<file path="config.mk">
export PLATFORM = sky130hd
export DESIGN_NAME = simon_enc_iter_flat
export DESIGN_NICKNAME = d
export VERILOG_FILES = /design/src/rtl/simon_enc_iter_if.sv /design/src/rtl/simon_enc_iter.sv /design/src/flat_wrapper.sv
export SDC_FILE = /design/constraint.sdc
export NUM_CORES = 1
export LEC_CHECK = 0
export ABC_CLOCK_PERIOD_IN_PS = 6100
export BUFFER_PORTS_ARGS = -buffer_cell sky130_fd_sc_hd__buf_2
export CAP_MARGIN = 30
export CORE_AREA = 2 2 228 230
export CTS_BUF_LIST = sky130_fd_sc_hd__clkbuf_4
export CTS_CLUSTER_SIZE = 30
export DETAILED_ROUTE_END_ITERATION = 12
export DIE_AREA = 0 0 230 232
export PLACE_DENSITY_LB_ADDON = 0.25
export SETUP_SLACK_MARGIN = 0.02
export SYNTH_ARGS = -nofsm -noshare
export SYNTH_HDL_FRONTEND = slang
export SYNTH_SLANG_ARGS = --single-unit
export TNS_END_PERCENT = 20
</file>
<file path="constraint.sdc">
create_clock -name clk -period 6.1 [get_ports clk]
set_clock_uncertainty 0.05 [all_clocks]
set_input_delay 1.83 -clock clk [delete_from_list [all_inputs] [get_ports clk]]
set_output_delay 1.83 -clock clk [all_outputs]
set_load 0.03 [all_outputs]
</file>
<file path="src/rtl/simon_enc_iter_if.sv">
// Block-stream interface for the iterative Simon 32/64 core.
//   in_valid/in_ready/in_dec/in_data : input handshake; in_data = {x, y}
//   out_valid/out_ready/out_data     : output handshake; same {x, y} layout
//   busy                             : core holds a block (RUN or DONE)
// master = block source/sink side, slave = cipher core.
interface simon_enc_iter_if;
  logic        in_valid;
  logic        in_ready;
  logic        in_dec;
  logic [31:0] in_data;
  logic        out_valid;
  logic        out_ready;
  logic [31:0] out_data;
  logic        busy;

  modport master (
    output in_valid, in_dec, in_data, out_ready,
    input  in_ready, out_valid, out_data, busy
  );

  modport slave (
    input  in_valid, in_dec, in_data, out_ready,
    output in_ready, out_valid, out_data, busy
  );
endinterface

</file>
<file path="src/rtl/simon_enc_iter.sv">
// Iterative Simon 32/64 encrypt/decrypt core, one round per clock.
//   clk   : rising-edge clock
//   rst_n : asynchronous active-low reset
//   key   : 32 round keys from the key schedule, key[0] = first encryption
//           round key; must stay stable from accept until out_valid
//   bus   : slave side of simon_enc_iter_if (valid/ready in and out, busy)
// Decryption reuses the encryption round: the words are swapped on load,
// the keys are walked backwards, and the words are swapped back on output.
module simon_enc_iter #(
  parameter int ROUNDS = 32
) (
  input  logic              clk,
  input  logic              rst_n,
  input  logic [31:0][15:0] key,
  simon_enc_iter_if.slave   bus
);

  localparam logic [1:0] S_IDLE = 2'd0;
  localparam logic [1:0] S_RUN  = 2'd1;
  localparam logic [1:0] S_DONE = 2'd2;

  // Index of the final round; compared directly so ROUNDS = 32 cannot wrap.
  localparam logic [4:0] LAST = 5'(ROUNDS - 1);

  logic [1:0]  state;
  logic [15:0] x_q, y_q;
  logic [4:0]  ctr_q;
  logic        dec_q;
  logic [31:0] out_q;

  logic [15:0] f_x;
  logic [15:0] x_next;
  logic        last_round;

  // f(x) = (rotl1 & rotl8) ^ rotl2, pure wiring plus two gates per bit.
  assign f_x        = ({x_q[14:0], x_q[15]} & {x_q[7:0], x_q[15:8]})
                    ^ {x_q[13:0], x_q[15:14]};
  assign x_next     = y_q ^ f_x ^ key[ctr_q];
  assign last_round = dec_q ? (ctr_q == 5'd0) : (ctr_q == LAST);

  // NOTE: all state below is updated with non-blocking assignments so every
  // register samples the pre-edge values of its neighbours (x/y swap relies on it).
  always_ff @(posedge clk or negedge rst_n) begin
    if (!rst_n) begin
      state <= S_IDLE;
      x_q   <= '0;
      y_q   <= '0;
      ctr_q <= '0;
      dec_q <= 1'b0;
      out_q <= '0;
    end else begin
      case (state)
        S_IDLE: begin
          if (bus.in_valid) begin
            dec_q <= bus.in_dec;
            if (bus.in_dec) begin
              x_q   <= bus.in_data[15:0];
              y_q   <= bus.in_data[31:16];
              ctr_q <= LAST;
            end else begin
              x_q   <= bus.in_data[31:16];
              y_q   <= bus.in_data[15:0];
              ctr_q <= 5'd0;
            end
            state <= S_RUN;
          end
        end
        S_RUN: begin
          x_q <= x_next;
          y_q <= x_q;
          if (last_round) begin
            // Counter is left on its terminal index so it never leaves range.
            out_q <= dec_q ? {x_q, x_next} : {x_next, x_q};
            state <= S_DONE;
          end else begin
            ctr_q <= dec_q ? ctr_q - 5'd1 : ctr_q + 5'd1;
          end
        end
        S_DONE: begin
          if (bus.out_ready) state <= S_IDLE;
        end
        default: state <= S_IDLE;
      endcase
    end
  end

  assign bus.in_ready  = (state == S_IDLE);
  assign bus.out_valid = (state == S_DONE);
  assign bus.busy      = (state != S_IDLE);
  assign bus.out_data  = out_q;

endmodule

</file>
<file path="src/flat_wrapper.sv">
// flat-port wrapper written by rule: the top's interface ports become plain ports
module simon_enc_iter_flat 
#(
  parameter int ROUNDS = 32
)
  (clk, rst_n, key, bus_in_valid, bus_in_dec, bus_in_data, bus_out_ready, bus_in_ready, bus_out_valid, bus_out_data, bus_busy);
  simon_enc_iter_if bus_i ();
  input  logic clk;
  input  logic rst_n;
  input  logic [31:0][15:0] key;
  input wire logic [$bits(bus_i.in_valid)-1:0] bus_in_valid;
  input wire logic [$bits(bus_i.in_dec)-1:0] bus_in_dec;
  input wire logic [$bits(bus_i.in_data)-1:0] bus_in_data;
  input wire logic [$bits(bus_i.out_ready)-1:0] bus_out_ready;
  output wire logic [$bits(bus_i.in_ready)-1:0] bus_in_ready;
  output wire logic [$bits(bus_i.out_valid)-1:0] bus_out_valid;
  output wire logic [$bits(bus_i.out_data)-1:0] bus_out_data;
  output wire logic [$bits(bus_i.busy)-1:0] bus_busy;
  assign bus_i.in_valid = bus_in_valid;
  assign bus_i.in_dec = bus_in_dec;
  assign bus_i.in_data = bus_in_data;
  assign bus_i.out_ready = bus_out_ready;
  assign bus_in_ready = bus_i.in_ready;
  assign bus_out_valid = bus_i.out_valid;
  assign bus_out_data = bus_i.out_data;
  assign bus_busy = bus_i.busy;
  simon_enc_iter #(.ROUNDS(ROUNDS)) u_core (.clk(clk), .rst_n(rst_n), .key(key), .bus(bus_i));
endmodule
</file>
# After elaboration in Yosys (flattened, before gate mapping)
# Cells that the tools add are included.
# classes
n_eq_ne	7
n_addsub	2
div	0
n_lt_le_gt_ge	1
shifts	0
reduce_logical	9
mux	19
multipliers	0
bitwise	4
# op_table
cell	n
16-bit binary-select mux with 5-bit select	1
16-bit two-way mux	5
16-bit one-hot mux with 2 select lines	2
16-bit XOR	3
32-bit two-way mux	1
5-bit two-way mux	4
16-bit AND	1
5-bit one-hot mux with 2 select lines	1
5-bit by 6-bit < comparator with 1-bit output (second input constant)	1
2-bit two-way mux	3
2-bit inequality test (second input constant)	3
2-bit one-hot mux with 3 select lines	1
2-bit AND reduction	3
3-bit AND reduction	2
5-bit by 1-bit adder with 5-bit output (second input constant)	1
5-bit == test (second input constant)	1
5-bit logical NOT	1
5-bit by 1-bit subtractor with 5-bit output (second input constant)	1
2-bit nonzero test	2
2-bit by 1-bit == test with 1-bit output (second input constant)	1
2-bit == test (second input constant)	1
2-bit logical NOT	1
2-bit by 1-bit inequality test with 1-bit output (second input constant)	1
1-bit two-way mux	1
# totals
ramBits	0
regBits	72
rom_bits	0
in_bits	549
mem_count	0
latchBits	0

# Longest topological paths before layout
# Gate-level depths: netlist of the first run.
# depth
ltp_word	5
ltp_mapped	11

# Least setup slack after synthesis of the first run
# OpenSTA, ideal clock, no wires.
# synth_path
kind	input port to flip-flop
startpoint	input port key[96] (netlist name)
endpoint	register u_core.out_q[0], in the netlist u_core.bus.out_data[0]
stages	6
setup_ps	77
arrival_ps	3200
slack_ps	2773
cell_sequence	mux4_2 a2111oi_0 a22oi_1 xnor2_1 mux2i_1 o21ai_1
# synth_via
elab_chain_cells	4
# synth_lines
element	line	source
from (decl)	flat_wrapper.sv:10	input logic [31:0][15:0] key;
16-bit binary-select mux with 5-bit select	simon_enc_iter.sv:38	assign x_next = y_q ^ f_x ^ key[ctr_q];
16-bit two-way mux (implied by the code)	simon_enc_iter.sv:38	
16-bit XOR	simon_enc_iter.sv:38	
32-bit two-way mux	simon_enc_iter.sv:73	out_q <= dec_q ? {x_q, x_next} : {x_next, x_q};
to (signal assigned)	simon_enc_iter.sv:73	
to (decl)	simon_enc_iter.sv:29	logic [31:0] out_q;
# No other way between the ends. The select of a mux whose other input is x is not followed.
# A chain may end at the register's enable or synchronous reset.

# Worst setup path after layout of the first run
# layout_path
startpoint	register u_core.state[1]
endpoint	output port bus_busy
# layout_via
elab_chain_cells	1
# layout_lines
element	line	source
from (decl)	simon_enc_iter.sv:25	logic [1:0] state;
from (signal assigned)	simon_enc_iter.sv:45	state <= S_IDLE;
from (signal assigned)	simon_enc_iter.sv:65	state <= S_RUN;
from (signal assigned)	simon_enc_iter.sv:74	state <= S_DONE;
2-bit nonzero test	simon_enc_iter.sv:89	assign bus.busy = (state != S_IDLE);
to (decl)	flat_wrapper.sv:18	output wire logic [$bits(bus_i.busy)-1:0] bus_busy;
# No other way between the ends.

==> results of run 1 <==
[cells in the mapped netlist (all sizes together), types with 3 or more instances]
library cell and count:
mux2i 144, nand2 87, mux4 78, dfrtp 72, o21ai 63, a21oi 61
buf 50, a22oi 46, xnor2 45, clkbuf 44, mux2 24, nor2b 23
o221ai 23, a22o 19, nand3 18, nor2 17, a211oi 13, nor3 10
xor2 6, and3 5, nand2b 5, a211o 4, a31oi 4, nor3b 4
and2 3, ha 3, inv 3, o31ai 3
[area by class of cell]
class                           count  share of cell area
Antenna cell                        7             0.00141
Timing Repair Buffer              600               0.248
Clock inverter                      7             0.00574
Sequential cell                    72               0.146
Clock buffer                        9             0.00544
Inverter                            3            0.000907
Multi-Input combinational cell    724               0.524
Tap cell                          680              0.0685
[registers in the layout, indices dropped and copies added, names as in the netlist]
name,flops
u_core.x_q,16
u_core.y_q,16
u_core.ctr_q,5
u_core.dec_q,1
u_core.state,2
u_core.bus.out_data,32
[worst max-delay path: cells and delay by family, from the launching register on]
kind                   cells  cell delay [ns]
flip-flops                 1             0.93
buffers and inverters      2             0.30
AND/OR/NAND/NOR            1             0.28
[where the power goes]
part	internal (mW)	switching, mW	total, mW	leakage (nW)
registers	0.759	0.412	1.17	0.845
clock network	0.124	0.202	0.326	0.0684
logic	2.21	3.08	5.29	4.96
[routing by layer]
layer  share of wire  routed length [µm]  vias up
met1            0.44               21900     4641
met2            0.48               24100      451
met5          0.0015                  73        -
met3           0.070                3530       55
li1                -                   -     4500
met4           0.012                 590       12
[worst paths after layout]
check / startpoint / to / slack (ns) / cells after the start
worst max-delay path: u_core.state[1]$_DFFE_PN0P_ / bus_busy / 2.24 / 3
worst min-delay path: u_core.bus.out_data[2]$_DFFE_PN0P_ / u_core.bus.out_data[2]$_DFFE_PN0P_ / 0.45 / 2
worst max register to register: u_core.ctr_q[1]$_DFFE_PN0P_ / u_core.bus.out_data[15]$_DFFE_PN0P_ / 2.62 / 8
worst min register to register: u_core.bus.out_data[2]$_DFFE_PN0P_ / u_core.bus.out_data[2]$_DFFE_PN0P_ / 0.45 / 2
max in group asynchronous: rst_n / u_core.ctr_q[1]$_DFFE_PN0P_ / 3.91 / 3
min in group asynchronous: rst_n / u_core.bus.out_data[28]$_DFFE_PN0P_ / 1.07 / 1
[through the flow]
stage	instances	worst slack, ns
4_1_cts	2094	2.20
3_5_place_dp	2078	1.91
3_3_place_gp	2078	1.91
5_1_grt	2095	2.07
2_1_floorplan	893	2.77
6_report	2102	2.24
[cell families (layout without fill, tap and decap cells)]
kind of cell               Yosys count  in the layout  synth area share
DFF                                 72             72             0.203
other                                0              7                 0
xor gates and xnor gates            51             51            0.0504
buffers and inverters               97            619            0.0635
and+or+nand+nor                    181            181            0.0978
muxes                              246            246             0.396
AOI/OAI and AO/OA                  242            242             0.183
adders and majority gates            4              4           0.00649
==> results.toml, run 1 <==
[status]
status = "finished clean"

[worst_setup_path]
cp-end-kind = "primary output"
arrival_ns = 1.98
worstSetupStartpointType = "flip-flop"
cp_slowest_cell = "dfrtp_1"
crit_type = "flip-flop to primary output"
path_cells = "nor2_1 > inv_1 > buf_2"
required_ns = 4.22
worstPathMaxFanout = 24
critPathMaxStageDelay_ns = 0.93

[power_and_ir_drop]
ir_drop_mv = 0.195
p_per_area_nw_per_um2 = 547
power.total_mw = 6.79
power.leakage_nw = 5.88

[synthesis]
ys.flop_type = "dfrtp_1"
synth_edf_count = 0
synth.distinct_cells = 54
synth_area_um2 = 8860
syn-num-nets = 1446
synth_top_area_cell = "dfrtp_1"
ys_seq_elements = 72
yosys_warnings = 0
yosysSeqAreaShare = 0.203
yosys-top-cells-area = "dfrtp_1, mux4_2, mux2i_1"
avgSynthCellArea_um2 = 9.93
synth_top_area_share = 0.203
synthArstFlopShare = 1.00
synth_cells = 893

[floorplan]
num_rows = 83
core_area_um2 = 50900
start_util = 0.174
die_h_um = 232
dieArea_um2 = 53400
die_width_um = 230
pin_count = 584

[sta]
setup_viol = 0
rsz0062_at_grt = "false"
relSlewSlack = 0.376
holdWs_ns = 0.446
timing.fmax_ghz = 0.259
tns_ns = 0
period_minus_slack_ns = 3.86
tightest_slew_ns = 0.935
slew_violations = 0
period_share = 0.633
hold_viol = 0

[route]
route.detailed.drc = 0
firstDrtPassIters = 5
ant_nets = 0
via_per_inst = 4.60
wl_per_cell_um = 23.9
wl_um = 50100
dr.first_iter.drc_count = 538
num_vias = 9659

[finish]
seq_area_um2 = 1810
multi_input_area_um2 = 6500
drive_gt1_frac = 0.518
final_common_cell = "buf_2"
fin_nets = 1963
area_growth_pct = 40.1
final_cell_mix = "buf_2, mux2i_1, nand2_1"
design_area_um2 = 12400
fin_util = 0.244
n_fill_cell = 5626

[global_routing]
busiest_layer = "met2"
antenna_found_initial = 27
use_met1 = 0.240
grt_start_max_net_pins = 81
grt_use_met3 = 0.0375
grt_pass1_wl_um = 70800
grt-ovfl-total = 0
met2_usage = 0.318
grt.total_usage = 0.183
grt_pass1_vias = 10050

[clock_tree]
cts_tree = "built"
clk_latency_ns = 0.47
cts_resized = 0
cts_sinks = 72
cts_hold_buf = 0
clock_path_buffers = 2
post_cts_buffers = 0
root_buffer = "clkbuf_4"
cts.clk_slew.worst_paths_ns = 0.13
cts_buffers = 9
cts_max_level = 3

[placement]
dpl_cell_area_um2 = 12200
routabilityCongestion = 0.858
portBuffers = 583
dp_hpwl_um = 42700

[flow_run]
cap_violations = 0

[hold_path]
hold_class = "flip-flop to flip-flop"
Power figures use the tool's default switching activity.
==> run 2: changes to the inputs <==
--- a/config.mk
+++ b/config.mk
@@ -5,14 +5,14 @@
 export SDC_FILE = /design/constraint.sdc
 export NUM_CORES = 1
 export LEC_CHECK = 0
-export ABC_CLOCK_PERIOD_IN_PS = 6100
+export ABC_CLOCK_PERIOD_IN_PS = 3920
 export BUFFER_PORTS_ARGS = -buffer_cell sky130_fd_sc_hd__buf_2
 export CAP_MARGIN = 30
-export CORE_AREA = 2 2 228 230
+export CORE_AREA = 2 2 225 227
 export CTS_BUF_LIST = sky130_fd_sc_hd__clkbuf_4
 export CTS_CLUSTER_SIZE = 30
 export DETAILED_ROUTE_END_ITERATION = 12
-export DIE_AREA = 0 0 230 232
+export DIE_AREA = 0 0 227 229
 export PLACE_DENSITY_LB_ADDON = 0.25
 export SETUP_SLACK_MARGIN = 0.02
 export SYNTH_ARGS = -nofsm -noshare
==> constraint.sdc (replaced) <==
create_clock -name clk -period 3.92 [get_ports clk]
set_clock_uncertainty 0.05 [all_clocks]
set_input_delay 1.176 -clock clk [delete_from_list [all_inputs] [get_ports clk]]
set_output_delay 1.176 -clock clk [all_outputs]
set_load 0.03 [all_outputs]
==> results.toml, run 2 (same netlist as run 1, synthesis figures left out) <==
[worst_setup_path]
worstPathMaxFanout = 40
arrival_ns = 3.79
path_cells = "buf_4 > mux4_2 > a22o_1 > a211oi_1 > buf_4 > a21oi_1 > xnor2_1 > mux2i_1 > o21ai_1"
cp_slowest_cell = "dfrtp_4"
critPathMaxStageDelay_ns = 0.91
required_ns = 4.28
worstSetupStartpointType = "flip-flop"
cp-end-kind = "flip-flop"
crit_type = "flip-flop to flip-flop"
crit_top_cell = "buf_4"
r2r_start = "u_core.ctr_q[0]$_DFFE_PN0P_"
r2r_slack_ns = 0.49
timing.rr.end = "u_core.bus.out_data[25]$_DFFE_PN0P_"
ff2ff_path_depth = 9

[sta]
holdWs_ns = 0.449
rsz0062_at_grt = "false"
period_share = 0.875
slew_violations = 0
hold_viol = 0
setup_viol = 0
timing.fmax_ghz = 0.292
relSlewSlack = 0.396
tightest_slew_ns = 0.905
tns_ns = 0
period_minus_slack_ns = 3.43

[finish]
largest_reg_flops = 32
final_common_cell = "buf_2"
final_cell_mix = "buf_2, mux2i_1, nand2_1"
fin_nets = 1982
design_area_um2 = 12600
drive_gt1_frac = 0.524
area_growth_pct = 41.9
fin_util = 0.253

[route]
dr.first_iter.drc_count = 593
ant_nets = 0
wl_um = 50600
route.detailed.drc = 0
via_per_inst = 4.63
wl_per_cell_um = 23.9
num_vias = 9819
firstDrtPassIters = 5

[floorplan]
start_util = 0.178
die_width_um = 227
pin_count = 584
die_h_um = 229
core_area_um2 = 49700
num_rows = 82
dieArea_um2 = 52000

[clock_tree]
cts_hold_buf = 0
cts_max_level = 3
cts_sinks = 72
cts_tree = "built"
clk_latency_ns = 0.48
cts.clk_slew.worst_paths_ns = 0.13
post_cts_buffers = 0
clock_path_buffers = 2
root_buffer = "clkbuf_4"
cts_resized = 0
cts_buffers = 9

[power_and_ir_drop]
ir_drop_mv = 0.300
p_per_area_nw_per_um2 = 855
power.leakage_nw = 5.98
power.total_mw = 10.8

[flow_run]
cap_violations = 0

[global_routing]
antenna_found_initial = 37
grt-ovfl-total = 0
grt_pass1_wl_um = 69800
grt_start_max_net_pins = 73
grt.total_usage = 0.187
grt_pass1_vias = 10043

[hold_path]
holdPathEnd = "u_core.bus.out_data[27]$_DFFE_PN0P_"
min-delay-start = "u_core.bus.out_data[27]$_DFFE_PN0P_"
hold_depth = 2
hold_class = "flip-flop to flip-flop"

[placement]
dpl_cell_area_um2 = 12400
dp_hpwl_um = 43100
routabilityCongestion = 0.902
portBuffers = 583

[status]
status = "finished clean"
run 2: cell count changes in the layout (fill, tap and decap cells not counted), sizes merged:
cell      before  now
diode          7   14
clkinvlp       3    2
clkinv         2    4
buf          600  619
inv            4    3
run 2: power by group:
part / internal, mW / switching (mW) / leakage [nW] / total, mW
logic: 3.57 / 4.76 / 5.06 / 8.33
registers: 1.18 / 0.747 / 0.845 / 1.93
clock network: 0.193 / 0.310 / 0.0720 / 0.503
run 2: area by class of cell:
class	instances	area, µm²
multi-input cells	724	6500
diodes	14	35.0
clock buffers	9	67.6
flip-flops and latches	72	1810
well taps	672	841
clock inverters	7	72.6
fillers	5448	37100
repair buffers	619	3240
inverters	3	11.3
run 2: metal layers:
| metal | up-vias | GRT usage | part of all wire |
|---|---|---|---|
| met4 | 14 | 0.0212 | 0.011 |
| met2 | 467 | 0.332 | 0.49 |
| met3 | 57 | 0.0452 | 0.080 |
| li1 | 4548 | - | - |
| met5 | - | 0 | 0.0017 |
| met1 | 4733 | 0.234 | 0.42 |
run 2: worst max-delay path by stage:
stage                                 from                                   to  depth (start not counted)
4_1_cts        u_core.ctr_q[0]$_DFFE_PN0P_  u_core.bus.out_data[25]$_DFFE_PN0P_                          9
3_5_place_dp   u_core.ctr_q[0]$_DFFE_PN0P_   u_core.bus.out_data[9]$_DFFE_PN0P_                          9
5_1_grt        u_core.ctr_q[0]$_DFFE_PN0P_   u_core.bus.out_data[9]$_DFFE_PN0P_                          9
6_report       u_core.ctr_q[0]$_DFFE_PN0P_  u_core.bus.out_data[25]$_DFFE_PN0P_                          9
2_1_floorplan                      key[96]   u_core.bus.out_data[0]$_DFFE_PN0P_                          6
3_3_place_gp   u_core.ctr_q[0]$_DFFE_PN0P_  u_core.bus.out_data[13]$_DFFE_PN0P_                          8
run 2: through the flow:
step,std cells,worst slack (ns)
4_1_cts,2106,0.367
3_3_place_gp,2090,0.450
5_1_grt,2111,0.237
6_report,2120,0.490
2_1_floorplan,893,1.25
3_5_place_dp,2090,0.388
run 2: worst max-delay path: cells and delay by family, from the launching register on:
| family | cells | cell delay [ns] |
|---|---|---|
| flip-flops | 1 | 0.91 |
| XOR/XNOR | 1 | 0.32 |
| multiplexers | 2 | 0.65 |
| AO/OA/AOI/OAI | 4 | 0.85 |
| buffers and inverters | 2 | 0.51 |
